## src/rtl/uart_rx_ctrl_if.sv

```systemverilog
// uart_rx_ctrl_if
// Groups the receive controller's counter handshake and its output register
// bus into one bundle.
//   master : the frame controller. Takes the counter state in, and drives the
//            counter enable, the parity enable and the received-byte bus.
//   slave  : the edge/bit counter plus whoever consumes the received byte.
// Signals:
//   edge_cnt, bit_cnt, edge_cnt_max : counter position within the frame
//   edge_cnt_enable, par_en_cnt     : counter controls
//   P_DATA, data_valid              : received byte and its 1-cycle strobe
//   par_err, stp_err, strt_glitch   : frame status
//   busy                            : a frame is in progress
interface uart_rx_ctrl_if;
   logic [5:0] edge_cnt;
   logic [3:0] bit_cnt;
   logic       edge_cnt_max;
   logic       edge_cnt_enable;
   logic       par_en_cnt;
   logic [7:0] P_DATA;
   logic       data_valid;
   logic       par_err;
   logic       stp_err;
   logic       strt_glitch;
   logic       busy;

   modport master (
      input  edge_cnt, bit_cnt, edge_cnt_max,
      output edge_cnt_enable, par_en_cnt,
      output P_DATA, data_valid, par_err, stp_err, strt_glitch, busy
   );

   modport slave (
      output edge_cnt, bit_cnt, edge_cnt_max,
      input  edge_cnt_enable, par_en_cnt,
      input  P_DATA, data_valid, par_err, stp_err, strt_glitch, busy
   );
endinterface

```

## src/rtl/uart_rx_ctrl.sv

```systemverilog
// uart_rx_ctrl
// UART receive frame controller in the clk_RX domain. Synchronizes RX_IN,
// takes a 3-point majority vote around the middle of every bit, sequences
// the external edge/bit counter, deserializes LSB first and checks the
// start, parity and stop bits.
// Ports:
//   clk_RX   : oversampling clock
//   rst      : synchronous active-low reset
//   RX_IN    : serial line, idle high
//   prescale : oversampling ratio (8/16/32, anything else behaves as 8)
//   PAR_EN   : parity bit present
//   PAR_TYP  : 0 even, 1 odd
//   bus      : counter handshake and received-byte bus (master side)
module uart_rx_ctrl #(
   parameter int SYNC_STAGES = 2
) (
   input  logic                  clk_RX,
   input  logic                  rst,
   input  logic                  RX_IN,
   input  logic [5:0]            prescale,
   input  logic                  PAR_EN,
   input  logic                  PAR_TYP,
   uart_rx_ctrl_if.master        bus
);

   typedef enum logic [2:0] {
      IDLE   = 3'd0,
      START  = 3'd1,
      DATA   = 3'd2,
      PARITY = 3'd3,
      STOP   = 3'd4
   } state_t;

   state_t     state, state_nx;
   logic       rx_s;

   // frame-latched configuration
   logic       cfg_par_en;
   logic       cfg_par_typ;
   logic [5:0] cfg_half;
   logic [5:0] half_in;

   logic [2:0] samp;
   logic       vote;
   logic [7:0] shift;
   logic       par_bad;

   // FSM decode strobes
   logic       start_go;
   logic       glitch_go;
   logic       shift_go;
   logic       par_go;
   logic       stop_go;

   // registered outputs
   logic [7:0] p_data_q;
   logic       data_valid_q;
   logic       par_err_q;
   logic       stp_err_q;
   logic       strt_glitch_q;

   // ------------------------------------------------------------------
   // Input synchronizer. Flops come out of reset at the idle level so a
   // reset never looks like a start edge.
   // ------------------------------------------------------------------
   generate
      if (SYNC_STAGES == 0) begin : g_nosync
         assign rx_s = RX_IN;
      end else begin : g_sync
         logic [SYNC_STAGES-1:0] sync_q;
         always_ff @(posedge clk_RX) begin
            if (!rst) begin
               sync_q <= '1;
            end else begin
               sync_q[0] <= RX_IN;
               for (int i = 1; i < SYNC_STAGES; i++)
                  sync_q[i] <= sync_q[i-1];
            end
         end
         assign rx_s = sync_q[SYNC_STAGES-1];
      end
   endgenerate

   // Half-bit point; unsupported ratios fall back to 8, like the counter.
   always_comb begin
      case (prescale)
         6'd32:   half_in = 6'd16;
         6'd16:   half_in = 6'd8;
         default: half_in = 6'd4;
      endcase
   end

   // ------------------------------------------------------------------
   // FSM
   // ------------------------------------------------------------------
   always_ff @(posedge clk_RX) begin
      if (!rst) state <= IDLE;
      else      state <= state_nx;
   end

   always_comb begin
      state_nx  = state;
      start_go  = 1'b0;
      glitch_go = 1'b0;
      shift_go  = 1'b0;
      par_go    = 1'b0;
      stop_go   = 1'b0;
      case (state)
         IDLE: begin
            if (!rx_s) begin
               state_nx = START;
               start_go = 1'b1;
            end
         end
         START: begin
            if (bus.edge_cnt_max) begin
               if (vote) begin
                  state_nx  = IDLE;
                  glitch_go = 1'b1;
               end else begin
                  state_nx  = DATA;
               end
            end
         end
         DATA: begin
            if (bus.edge_cnt_max) begin
               shift_go = 1'b1;
               if (bus.bit_cnt == 4'd8)
                  state_nx = cfg_par_en ? PARITY : STOP;
            end
         end
         PARITY: begin
            if (bus.edge_cnt_max) begin
               par_go   = 1'b1;
               state_nx = STOP;
            end
         end
         STOP: begin
            if (bus.edge_cnt_max) begin
               stop_go  = 1'b1;
               state_nx = IDLE;
            end
         end
         default: state_nx = IDLE;
      endcase
   end

   // ------------------------------------------------------------------
   // Config latch, taken on the IDLE->START edge and held for the frame.
   // ------------------------------------------------------------------
   always_ff @(posedge clk_RX) begin
      if (!rst) begin
         cfg_par_en  <= 1'b0;
         cfg_par_typ <= 1'b0;
         cfg_half    <= 6'd0;
      end else if (start_go) begin
         cfg_par_en  <= PAR_EN;
         cfg_par_typ <= PAR_TYP;
         cfg_half    <= half_in;
      end
   end

   // ------------------------------------------------------------------
   // 3-point sampler around mid-bit. Only the three sample slots can
   // influence the vote; anything else on the line mid-bit is ignored.
   // ------------------------------------------------------------------
   always_ff @(posedge clk_RX) begin
      if (!rst) begin
         samp <= 3'b000;
      end else if (state != IDLE) begin
         if (bus.edge_cnt == cfg_half - 6'd1) samp[0] <= rx_s;
         if (bus.edge_cnt == cfg_half)        samp[1] <= rx_s;
         if (bus.edge_cnt == cfg_half + 6'd1) samp[2] <= rx_s;
      end
   end

   assign vote = (samp[0] & samp[1]) | (samp[0] & samp[2]) | (samp[1] & samp[2]);

   // ------------------------------------------------------------------
   // Deserializer and parity check
   // ------------------------------------------------------------------
   always_ff @(posedge clk_RX) begin
      if (!rst) begin
         shift   <= 8'h00;
         par_bad <= 1'b0;
      end else begin
         if (shift_go) shift <= {vote, shift[7:1]};
         if (start_go)
            par_bad <= 1'b0;
         else if (par_go)
            par_bad <= (vote != (^shift ^ cfg_par_typ));
      end
   end

   // ------------------------------------------------------------------
   // Output register. Status updates on every stop decision; the byte is
   // only committed for a clean frame, otherwise the previous byte stays.
   // ------------------------------------------------------------------
   always_ff @(posedge clk_RX) begin
      if (!rst) begin
         p_data_q      <= 8'h00;
         data_valid_q  <= 1'b0;
         par_err_q     <= 1'b0;
         stp_err_q     <= 1'b0;
         strt_glitch_q <= 1'b0;
      end else begin
         data_valid_q  <= 1'b0;
         strt_glitch_q <= glitch_go;
         if (stop_go) begin
            stp_err_q <= ~vote;
            par_err_q <= par_bad;
            if (vote && !par_bad) begin
               p_data_q     <= shift;
               data_valid_q <= 1'b1;
            end
         end
      end
   end

   // Enable leaves with the state so a glitch exit clears the counter.
   assign bus.edge_cnt_enable = (state != IDLE);
   assign bus.busy            = (state != IDLE);
   assign bus.par_en_cnt      = cfg_par_en;
   assign bus.P_DATA          = p_data_q;
   assign bus.data_valid      = data_valid_q;
   assign bus.par_err         = par_err_q;
   assign bus.stp_err         = stp_err_q;
   assign bus.strt_glitch     = strt_glitch_q;

endmodule

```

## src/flat_wrapper.sv

```systemverilog
// flat-port wrapper written by rule: the top's interface ports become plain ports
module uart_rx_ctrl_flat 
#(
   parameter int SYNC_STAGES = 2
)
  (clk_RX, rst, RX_IN, prescale, PAR_EN, PAR_TYP, bus_edge_cnt, bus_bit_cnt, bus_edge_cnt_max, bus_edge_cnt_enable, bus_par_en_cnt, bus_P_DATA, bus_data_valid, bus_par_err, bus_stp_err, bus_strt_glitch, bus_busy);
  uart_rx_ctrl_if bus_i ();
  input  logic clk_RX;
  input  logic rst;
  input  logic RX_IN;
  input  logic [5:0] prescale;
  input  logic PAR_EN;
  input  logic PAR_TYP;
  input wire logic [$bits(bus_i.edge_cnt)-1:0] bus_edge_cnt;
  input wire logic [$bits(bus_i.bit_cnt)-1:0] bus_bit_cnt;
  input wire logic [$bits(bus_i.edge_cnt_max)-1:0] bus_edge_cnt_max;
  output wire logic [$bits(bus_i.edge_cnt_enable)-1:0] bus_edge_cnt_enable;
  output wire logic [$bits(bus_i.par_en_cnt)-1:0] bus_par_en_cnt;
  output wire logic [$bits(bus_i.P_DATA)-1:0] bus_P_DATA;
  output wire logic [$bits(bus_i.data_valid)-1:0] bus_data_valid;
  output wire logic [$bits(bus_i.par_err)-1:0] bus_par_err;
  output wire logic [$bits(bus_i.stp_err)-1:0] bus_stp_err;
  output wire logic [$bits(bus_i.strt_glitch)-1:0] bus_strt_glitch;
  output wire logic [$bits(bus_i.busy)-1:0] bus_busy;
  assign bus_i.edge_cnt = bus_edge_cnt;
  assign bus_i.bit_cnt = bus_bit_cnt;
  assign bus_i.edge_cnt_max = bus_edge_cnt_max;
  assign bus_edge_cnt_enable = bus_i.edge_cnt_enable;
  assign bus_par_en_cnt = bus_i.par_en_cnt;
  assign bus_P_DATA = bus_i.P_DATA;
  assign bus_data_valid = bus_i.data_valid;
  assign bus_par_err = bus_i.par_err;
  assign bus_stp_err = bus_i.stp_err;
  assign bus_strt_glitch = bus_i.strt_glitch;
  assign bus_busy = bus_i.busy;
  uart_rx_ctrl #(.SYNC_STAGES(SYNC_STAGES)) u_core (.clk_RX(clk_RX), .rst(rst), .RX_IN(RX_IN), .prescale(prescale), .PAR_EN(PAR_EN), .PAR_TYP(PAR_TYP), .bus(bus_i));
endmodule
```

## config.mk

```make
export PLATFORM = sky130hd
export DESIGN_NAME = uart_rx_ctrl_flat
export DESIGN_NICKNAME = d
export VERILOG_FILES = /design/src/rtl/uart_rx_ctrl_if.sv /design/src/rtl/uart_rx_ctrl.sv /design/src/flat_wrapper.sv
export SDC_FILE = /design/constraint.sdc
export NUM_CORES = 1
export LEC_CHECK = 0
export CAP_MARGIN = 20
export CORE_MARGIN = 3
export CORE_UTILIZATION = 35
export CTS_BUF_LIST = sky130_fd_sc_hd__clkbuf_8 sky130_fd_sc_hd__clkbuf_16
export DETAILED_ROUTE_END_ITERATION = 8
export DONT_BUFFER_PORTS = 1
export GPL_TIMING_DRIVEN = 0
export PLACE_DENSITY = 0.51
export SYNTH_ARGS = -nofsm -noshare
export SYNTH_HDL_FRONTEND = slang
export SYNTH_SLANG_ARGS = --single-unit
```

## constraint.sdc

```tcl
create_clock -name clk_RX -period 1.71 [get_ports clk_RX]
set_input_delay 0.342 -clock clk_RX [delete_from_list [all_inputs] [get_ports clk_RX]]
set_output_delay 0.342 -clock clk_RX [all_outputs]
set_load 0.1 [all_outputs]
```

Word-level counts from Yosys, hierarchy flattened
Index checks and enable logic that the tools add are counted.
{"block": "word_totals", "reg_bits": 37, "word_cells": 73}
{"block": "classes", "n_addsub": 2, "n_eq_ne": 17, "mux": 18, "bitwise": 8, "reduce_logical": 13}
{"operator": "3-bit 2-to-1 mux", "n": 7}
{"operator": "6-bit equality test", "n": 3}
{"operator": "3-bit case mux with 5 select lines", "n": 1}
{"operator": "2-bit != test (second input constant)", "n": 5}
{"operator": "5-bit case mux with 2 select lines", "n": 1}
{"operator": "2-bit AND reduction", "n": 5}
{"operator": "1-bit 2-to-1 mux", "n": 8}
{"operator": "8-bit parity", "n": 1}
{"operator": "6-bit by 1-bit adder with 6-bit output (second input constant)", "n": 1}
{"operator": "3-bit by 2-bit equality test with 1-bit output (second input constant)", "n": 2}
{"operator": "6-bit by 5-bit equality test with 1-bit output (second input constant)", "n": 1}
{"operator": "6-bit equality test (second input constant)", "n": 1}
{"operator": "6-bit AND reduction", "n": 1}
{"operator": "6-bit by 1-bit subtractor with 6-bit output (second input constant)", "n": 1}
{"operator": "4-bit equality test (second input constant)", "n": 1}
{"operator": "1-bit bitwise AND", "n": 3}
{"operator": "3-bit by 1-bit equality test with 1-bit output (second input constant)", "n": 1}
{"operator": "3-bit equality test (second input constant)", "n": 1}
{"operator": "3-bit logical NOT", "n": 1}
{"operator": "3-bit AND reduction", "n": 1}
{"operator": "3-bit nonzero test", "n": 1}
{"operator": "2-bit 2-to-1 mux", "n": 1}
{"operator": "2-bit by 1-bit != test with 1-bit output (second input constant)", "n": 1}
{"operator": "1-bit NOT", "n": 2}
{"operator": "other kinds (6)", "n": 7}

Longest topological paths before layout
Gate-level depths: netlist of the first run.
{"block": "depth", "word_depth": 6, "mapped_depth": 6}

Least setup slack after synthesis of the first run
Ideal clock, no wire load.
{"block": "synth_timing", "path_type": "register -> register", "from": "register u_core.cfg_par_en, in the netlist u_core.bus.par_en_cnt", "to": "register u_core.state[2]", "setup_time_ps": 115, "t_arrival_ps": 1392, "path_slack_ps": 203, "path_stages_with_launch": 4, "period_less_slack_ps": 1507, "cell_sequence": "dfxtp_1 -> nor2b_1 -> a311oi_1 -> o21a_1"}
{"block": "synth_via", "elab_chain_cells": 4}
{"item": "start: declaration", "line_no": "uart_rx_ctrl.sv:38", "rtl": "logic cfg_par_en;"}
{"item": "start signal: assignment", "line_no": "uart_rx_ctrl.sv:153", "rtl": "cfg_par_en <= 1'b0;"}
{"item": "start signal: assignment", "line_no": "uart_rx_ctrl.sv:157", "rtl": "cfg_par_en <= PAR_EN;"}
{"item": "3-bit 2-to-1 mux", "line_no": "uart_rx_ctrl.sv:129", "rtl": "state_nx = cfg_par_en ? PARITY : STOP;"}
{"item": "3-bit 2-to-1 mux", "line_no": "uart_rx_ctrl.sv:128", "rtl": "if (bus.bit_cnt == 4'd8)"}
{"item": "3-bit 2-to-1 mux", "line_no": "uart_rx_ctrl.sv:126", "rtl": "if (bus.edge_cnt_max) begin"}
{"item": "3-bit case mux with 5 select lines", "line_no": "uart_rx_ctrl.sv:108", "rtl": "case (state)"}
{"item": "end signal: assignment", "line_no": "uart_rx_ctrl.sv:98", "rtl": "else state <= state_nx;"}
{"item": "end: declaration", "line_no": "uart_rx_ctrl.sv:34", "rtl": "state_t state, state_nx;"}
No other way between the ends. The select of a mux whose other input is x is not followed.
A chain may end at the register's enable or synchronous reset.

Worst setup path in the final report of the first run
{"block": "layout_timing", "from": "register u_core.state[1]", "to": "output bus_edge_cnt_enable"}
{"block": "layout_via", "elab_chain_cells": 1}
{"item": "3-bit nonzero test"}
{"item": "end: declaration", "line_no": "flat_wrapper.sv:17", "rtl": "output wire logic [$bits(bus_i.edge_cnt_enable)-1:0] bus_edge_cnt_enable;"}
No other way between the ends.

==> metrics list, run 1 <==
- Prior to clock tree synthesis, the placed netlist has a worst setup slack of 107.3 ps.
- Layout net count: 194
- The cell count after synthesis came out at 160.
* Number of hold-repair buffers added at the cts stage: 0
* Cell Area, Synth: 1567 um2
- The detail route stage leaves a number of antenna-violating nets equal to 0.
- After floorplanning, the core was divided into 23 placement rows.
* Most used flip-flop cell after synthesis: sky130_fd_sc_hd__dfxtp_1
- Across all layers, the routed design uses between 1k and 1.5k vias.
* EDFF count, synth: 0
- Final non-filler cell total: 222
- Outcome: finished, final reports clean
* Reg2reg setup slack: approximately 160 ps
* Number of H-tree levels: 2
- The core region is 4144 um2.
- Port buffering added 0 buffers.
- Die Y-Extent: 72.90 um
- Mean area per synthesized cell: 9.791 um2
* Ranking of synthesized cells by instance count: sky130_fd_sc_hd__dfxtp_1 (34), sky130_fd_sc_hd__nor2_1 (23), sky130_fd_sc_hd__mux2i_1 (18)
- All-layer global routing usage: 13.52%
- Relative max-transition margin: 34.46%
- Clock-pin slew of the registers on the worst-case setup and hold paths: about 70 ps
* Total of warnings raised by yosys: 0
- The design draws 1.889 mW.
* Wire length of the first global-routing pass: between 5000 and 6000 um
- After synthesis, the share of flip-flops with an asynchronous set or reset is 0%.
- Reported max-cap violation count: 0
- Traced cell by cell, the critical path runs through or3_4 -> buf_12 -> buf_12.
* Data required time of the worst path: 1370 ps
* Yosys top cell area share: 43.45%
- Static leakage: 0.6787 nW
- In this run the cell area measured after placement is between 1500 and 2000 um2.
- Synth Net Count: about 180
* Largest voltage drop on the vdd net: 0.0005576 V
* Critical path peak fanout: 5
* Worst clock skew on the final layout: 5.023 ps
* Cell at the slowest stage of the critical path: sky130_fd_sc_hd__or3_4
* Library cell occupying the most area in the post-synthesis netlist: sky130_fd_sc_hd__dfxtp_1
- The critical path contains buffers and inverters numbering 2 combined.
- After detailed routing, the number of vias per cell comes to 5.234.
- Routability congestion estimate from global placement: 0.8127
* Max-slew violation total from the final report: 0
- Setup repair after global routing could not meet its margin everywhere.
* Most numerous cell in the Yosys netlist: sky130_fd_sc_hd__dfxtp_1
* Final period utilization: 99.62%
- Worst path setup slack after routing: 6.474 ps
- Maximum number of pins on one net before global-route repair: 12
- Detailed-route DRC error count: 0
- Counting distinct cell types in the post-synthesis netlist gives 41.
- Detailed Route Iter0 Violations: 38
- Setup crit end kind: primary output
- In this run, placement finished with an instance count of 210.
- The via count of the first global-routing pass was roughly 1.2k.
- Routed wire per std cell: 15.19 um
- The die covers between 5000 and 6000 um2.
- Fillers: 420
- Sorting the synthesized cells by area gives the leading types as sky130_fd_sc_hd__dfxtp_1 (43%), sky130_fd_sc_hd__mux2i_1 (12%), sky130_fd_sc_hd__xnor2_1 (6.2%).
- Relative to the synthesized area, the layout overhead comes to 19.09%.
- For this design the top-level I/O count stands at 37.
- Summed over all layers, the global routing overflow is 0.
- Dividing total power by cell area gives a power density of approximately 1000 nW/um2.
- The post-route netlist has 15.70% of its cells at a drive strength greater than 1.
- Hold/Removal Path Class: primary input to flop
- Dominant delay contributor by cell family on the critical path: simple AND/OR/NAND/NOR gates
* DPL Wire Length: 2327 um
- The worst hold path begins at rst.
- Across the whole layout, storage elements account for about 700 um2.
- In this design, the critical path's most frequently occurring cell is sky130_fd_sc_hd__buf_12.
- Number of register bits inferred by synthesis: 34
- Worst setup path start: u_core.state[1]
* TritonCTS clock tree: built
- Latest clock arrival within the worst-skew pair: between 200 and 300 ps
- Number of search-and-repair iterations in the first detailed-routing pass: 3
- Share of the yosys chip area belonging to registers: a little over two fifths
- Slew at the pin with the worst max-slew slack: just under 1000 ps
- Total clock buffers created by CTS: 5
- The number of antenna diodes in the final layout is 0.
* Number of hold violations in the final report: 0
- Critical path class: flop to primary output
- At the worst endpoint, the arrival time is approximately 1400 ps.
- Initial antenna violation count: 0
- Buffers from clock root to sink, at most: 2
- Final sum of negative setup slack: 0 ps
* Initial Util: 37.80%
- Based on the critical path, the design can be clocked at up to between 0.5 and 0.6 GHz.
- Sort of element at the start of the critical path: flop
- Worst path max stage delay: ~400 ps
- Final setup violation count: 0
- Clock tree sinks: 34
* Width of the chip: 72.90 um
* Final wirelength: approximately 3400 um
- Once layout is done, the placed cells without fillers occupy 1866 um2.
- Min cycle time layout: 1704 ps
- Area of combinational cells with multiple inputs: 827.0 um2
- Cell at the root of the clock tree: sky130_fd_sc_hd__clkbuf_8
- RR Startpoint: u_core.cfg_half[2]
==> through the flow <==
step	utilization (%)	hold slack (ps)
after global placement	39.31	394.3
after global routing	45.02	123.6
after CTS	44.84	121.8
after floorplan	-	386.3
after detailed placement	39.31	393.6
final	45.02	128.1
==> path summary, 6_finish.rpt <==
kind	to	depth (start not counted)
min reg2reg	u_core.g_sync.sync_q[1]	1
min	u_core.g_sync.sync_q[1]	1
max reg2reg	u_core.samp[0]	6
max	bus_edge_cnt_enable	3
==> where the power goes <==
part	internal, mW	leakage, nW	switching, mW
registers	0.799	0.276	0.0123
logic	0.0709	0.331	0.0924
clock network	0.622	0.0714	0.293
==> layout make-up <==
class	instances	area share [%]
clock buffers	6	4.427
clock inverters	2	3.219
multi-input cells	112	44.33
inverters	6	1.207
flip-flops and latches	34	36.82
plain buffers	8	3.689
well taps	50	3.353
repair buffers	4	2.951
==> layout by cell type, fill, tap and decap left out, types with 3 or more instances in the layout <==
cell type,synthesis,routed
sky130_fd_sc_hd__a21oi_1,6,6
sky130_fd_sc_hd__buf_4,2,4
sky130_fd_sc_hd__clkbuf_1,3,3
sky130_fd_sc_hd__clkbuf_8,0,6
sky130_fd_sc_hd__dfxtp_1,34,31
sky130_fd_sc_hd__inv_1,5,5
sky130_fd_sc_hd__mux2i_1,18,18
sky130_fd_sc_hd__nand2_1,5,5
sky130_fd_sc_hd__nand2b_1,4,4
sky130_fd_sc_hd__nand4_1,3,3
sky130_fd_sc_hd__nand4b_1,4,4
sky130_fd_sc_hd__nor2_1,23,23
sky130_fd_sc_hd__nor4_1,3,3
sky130_fd_sc_hd__o21ai_0,3,3
sky130_fd_sc_hd__xnor2_1,11,11
sky130_fd_sc_hd__xor2_1,3,3
==> sequential cells by signal (all words and copies together) (netlist names) <==
register / count
u_core.bus.P_DATA: 8
u_core.cfg_half: 3
u_core.state: 3
u_core.shift: 8
u_core.bus.data_valid: 1
u_core.par_bad: 1
u_core.bus.strt_glitch: 1
u_core.bus.par_en_cnt: 1
u_core.bus.stp_err: 1
u_core.cfg_par_typ: 1
u_core.g_sync.sync_q: 2
u_core.samp: 3
u_core.bus.par_err: 1
==> layer usage <==
metal	global-route usage (%)	up-vias	wire length [um]
met5	0	-	0
met4	7.582	0	68
met3	5.096	7	220
met2	22.24	27	1689
met1	14.93	541	1394
li1	-	587	-
==> repair_timing <==
action | CTS | global route
endpoints found under the setup margin | 1 | 3
pin swaps | 1 | 0
buffers inserted | 3 | 0
hold endpoints to repair | 0 | 0
gates cloned | 1 | 0
gates resized for setup | 9 | 2
==> kinds of logic after synthesis <==
group	share of synthesized area, %
flip-flops	43.45
adder cells (fa/ha/maj)	1.438
AND/OR/NAND/NOR	20.69
XOR/XNOR	9.265
multiplexers	11.50
buffers and inverters	4.472
AO/OA/AOI/OAI	9.187
No activity file was read; power rests on OpenSTA's default activity.
==> inputs of run 2 (changes only) <==
==> constraint.sdc (replaced) <==
create_clock -name clk_RX -period 1.71 [get_ports clk_RX]
set_input_delay 0.171 -clock clk_RX [delete_from_list [all_inputs] [get_ports clk_RX]]
set_output_delay 0.171 -clock clk_RX [all_outputs]
set_load 0.1 [all_outputs]
==> metrics list, run 2 (synthesis results as in run 1) <==
* Detailed Route Iter0 Violations: 43 (+13%)
- Total congestion overflow: 0 (unchanged)
- The layout filler cell count is 426 (+1.4%).
- The met3 routing resource usage after global routing is 5.372% (+0.28 points).
- The endpoint required time on the critical path is 1540 ps (+170 ps).
* Max Clock Freq: 0.6050 GHz (+3.1%)
- Largest voltage drop on the vdd net: 0.0005530 V (-0.82%)
- The shortest clock period the worst path allows after layout is 1653 ps (-50.57 ps).
* Number of search-and-repair iterations in the first detailed-routing pass: 3 (unchanged)
- The number of buffers inserted by port buffering came to 0 (unchanged).
* Worst clock skew on the final layout: 4.922 ps (-0.1012 ps)
* Final sum of negative setup slack: 0 ps (unchanged)
* Layout net count: 192 (-1.0%)
- The die outline area is 5314 um2 (unchanged).
* Syn-to-layout area delta: 15.02%
- Core area: 4144 um2 (unchanged)
- The max-slew headroom at the worst pin came to 28.24% (-6.2 points).
- Sort of element at the start of the critical path: flop
- The average wire length per cell after detail routing came to 14.50 um (-4.6%).
- Leaving out fill and tap cells, the most frequent cell in the layout is sky130_fd_sc_hd__dfxtp_1.
- The clock insertion delay at the later pin of the skew report was 290 ps (about the same).
* Outcome: finished, final reports clean
* Total clock buffers created by CTS: 5 (unchanged)
* Remaining number of nets flagged by the antenna check after routing: 0 (unchanged)
- The number of design rule violations left after detail routing was 0 (unchanged).
- Fraction of final layout cells sized beyond drive strength 1: 11.18% (-4.5 points)
- Cell at the root of the clock tree: sky130_fd_sc_hd__clkbuf_8
- The post-CTS clock slew at the launch and capture registers of the worst setup and hold paths came to 70 ps (about the same).
* Die Y-Extent: 72.90 um (unchanged)
* Area taken by flip-flops and latches: 680.7 um2 (-0.91%)
* Critical path peak fanout: 9 (+4)
- # IOs: 37 (unchanged)
- The worst-case setup slack after placement is 107.3 ps (unchanged).
- The wire length of the first global-routing pass is 5064 um (-6.0%).
- Setup crit end kind: primary output
- Hold/Removal Path Class: primary input to flop
* Slew at the pin with the worst max-slew slack: 1075 ps (+93.21 ps)
- Buffers inserted during post-CTS setup optimization: 0 (-3)
- Final setup violation count: 0 (unchanged)
- The overall power of the completed layout is 1.858 mW (-1.6%).
- Final wirelength: 3189 um (-5.4%)
* Antenna cell count: 0 (unchanged)
- Maximum number of pins on one net before global-route repair: 12 (unchanged)
* Total power per unit cell area: 1031 nW/um2 (+1.9%)
- The H-tree depth was 2 (unchanged).
* # rows: 23 (unchanged)
* Final period utilization: 96.66% (-3.0 points)
- DPL Wire Length: 2327 um (unchanged)
* Via density per instance: 5.159 (-1.4%)
- Clock tree sinks: 34 (unchanged)
- TritonCTS built the clock tree.
- Most frequent cells in the layout: sky130_fd_sc_hd__dfxtp_1 (34), sky130_fd_sc_hd__nor2_1 (23), sky130_fd_sc_hd__mux2i_1 (18)
- The global-route usage over all layers is 12.69% (-0.83 points).
- The initial antenna violation count came to 0 (unchanged).
- Arrival time at the worst endpoint: 1480 ps (+120 ps)
* Width of the chip: 72.90 um (unchanged)
- Most crowded layer after global routing: met2
* Max-slew violation total from the final report: 0 (unchanged)
- Met2 GRT Util: 20.04% (-2.2 points)
* Buffers from clock root to sink, at most: 2 (unchanged)
* Area of combinational cells with multiple inputs: 822.0 um2 (-0.61%)
* Vias in the first global route: 1088 (-5.5%)
- Number of hold violations in the final report: 0 (unchanged)
- The placer's final routability congestion estimate came to 0.8127 (unchanged).
- Worst path setup slack after routing: 57.05 ps (+50.57 ps)
- Critical path class: flop to primary output
- The leakage power came to 0.6497 nW (-4.3%).
- The fraction of met1 tracks used by global routing is 14.33% (-0.59 points).
- The reported max-cap violation count was 0 (unchanged).
- The initial core utilization was 37.80% (unchanged).
* Vias post-DR: 1135 (-2.3%)
## run 2: cell types whose count changed in the layout (fill, tap and decap cells not counted), sizes merged
cell	change
buf	-3
bufbuf	-1
dlygate4sd3	+2
## run 2: metal layers
| metal | part of all wire (%) | up-vias |
|---|---|---|
| met2 | 48 | 27 |
| met3 | 7.4 | 7 |
| li1 | - | 585 |
| met5 | 0 | - |
| met4 | 2.1 | 0 |
| met1 | 42 | 516 |
## run 2: cell type report
class,count,share of cell area (%)
Multi-Input combinational cell,112,45.62
Sequential cell,34,37.78
Clock buffer,6,4.583
Tap cell,50,3.472
Clock inverter,2,3.333
Buffer,8,2.847
Inverter,6,1.250
Timing Repair Buffer,2,1.111
## run 2: metrics by stage
stage          cells  util, %  hold slack, ps  instance area [um2]
2_1_floorplan    160        -           244.0                 1567
3_3_place_gp     210    39.31           248.3                 1629
3_5_place_dp     210    39.31           251.1                 1629
4_1_cts          220    43.24           21.41                 1792
5_1_grt          220    43.48           36.54                 1802
6_report         220    43.48           25.15                 1802
## run 2: path summary, 6_finish.rpt
| kind | start | depth (start not counted) | to | slack [ps] |
|---|---|---|---|---|
| hold reg to reg | u_core.g_sync.sync_q[0] | 1 | u_core.g_sync.sync_q[1] | 410 |
| hold / removal | PAR_EN | 2 | u_core.bus.par_en_cnt | 30 |
| setup / recovery | u_core.state[2] | 3 | bus_edge_cnt_enable | 60 |
| setup reg to reg | u_core.bus.par_en_cnt | 3 | u_core.state[2] | 110 |
## run 2: what timing repair did
item	in CTS	in global routing
hold buffers	2	0
setup endpoints to repair	0	2
resized for setup	0	2
hold endpoints to repair	3	0
## run 2: where the power goes
group	switching, mW	internal, mW	total, mW
registers	0.0135	0.799	0.813
logic	0.0870	0.0447	0.132
clock network	0.292	0.622	0.914
total	0.392	1.47	1.86
## run 2: critical path, stage by stage (launching register included)
cell	delay (ps)
sky130_fd_sc_hd__dfxtp_1	350
sky130_fd_sc_hd__or3_1	400
sky130_fd_sc_hd__buf_6	220
sky130_fd_sc_hd__buf_6	220
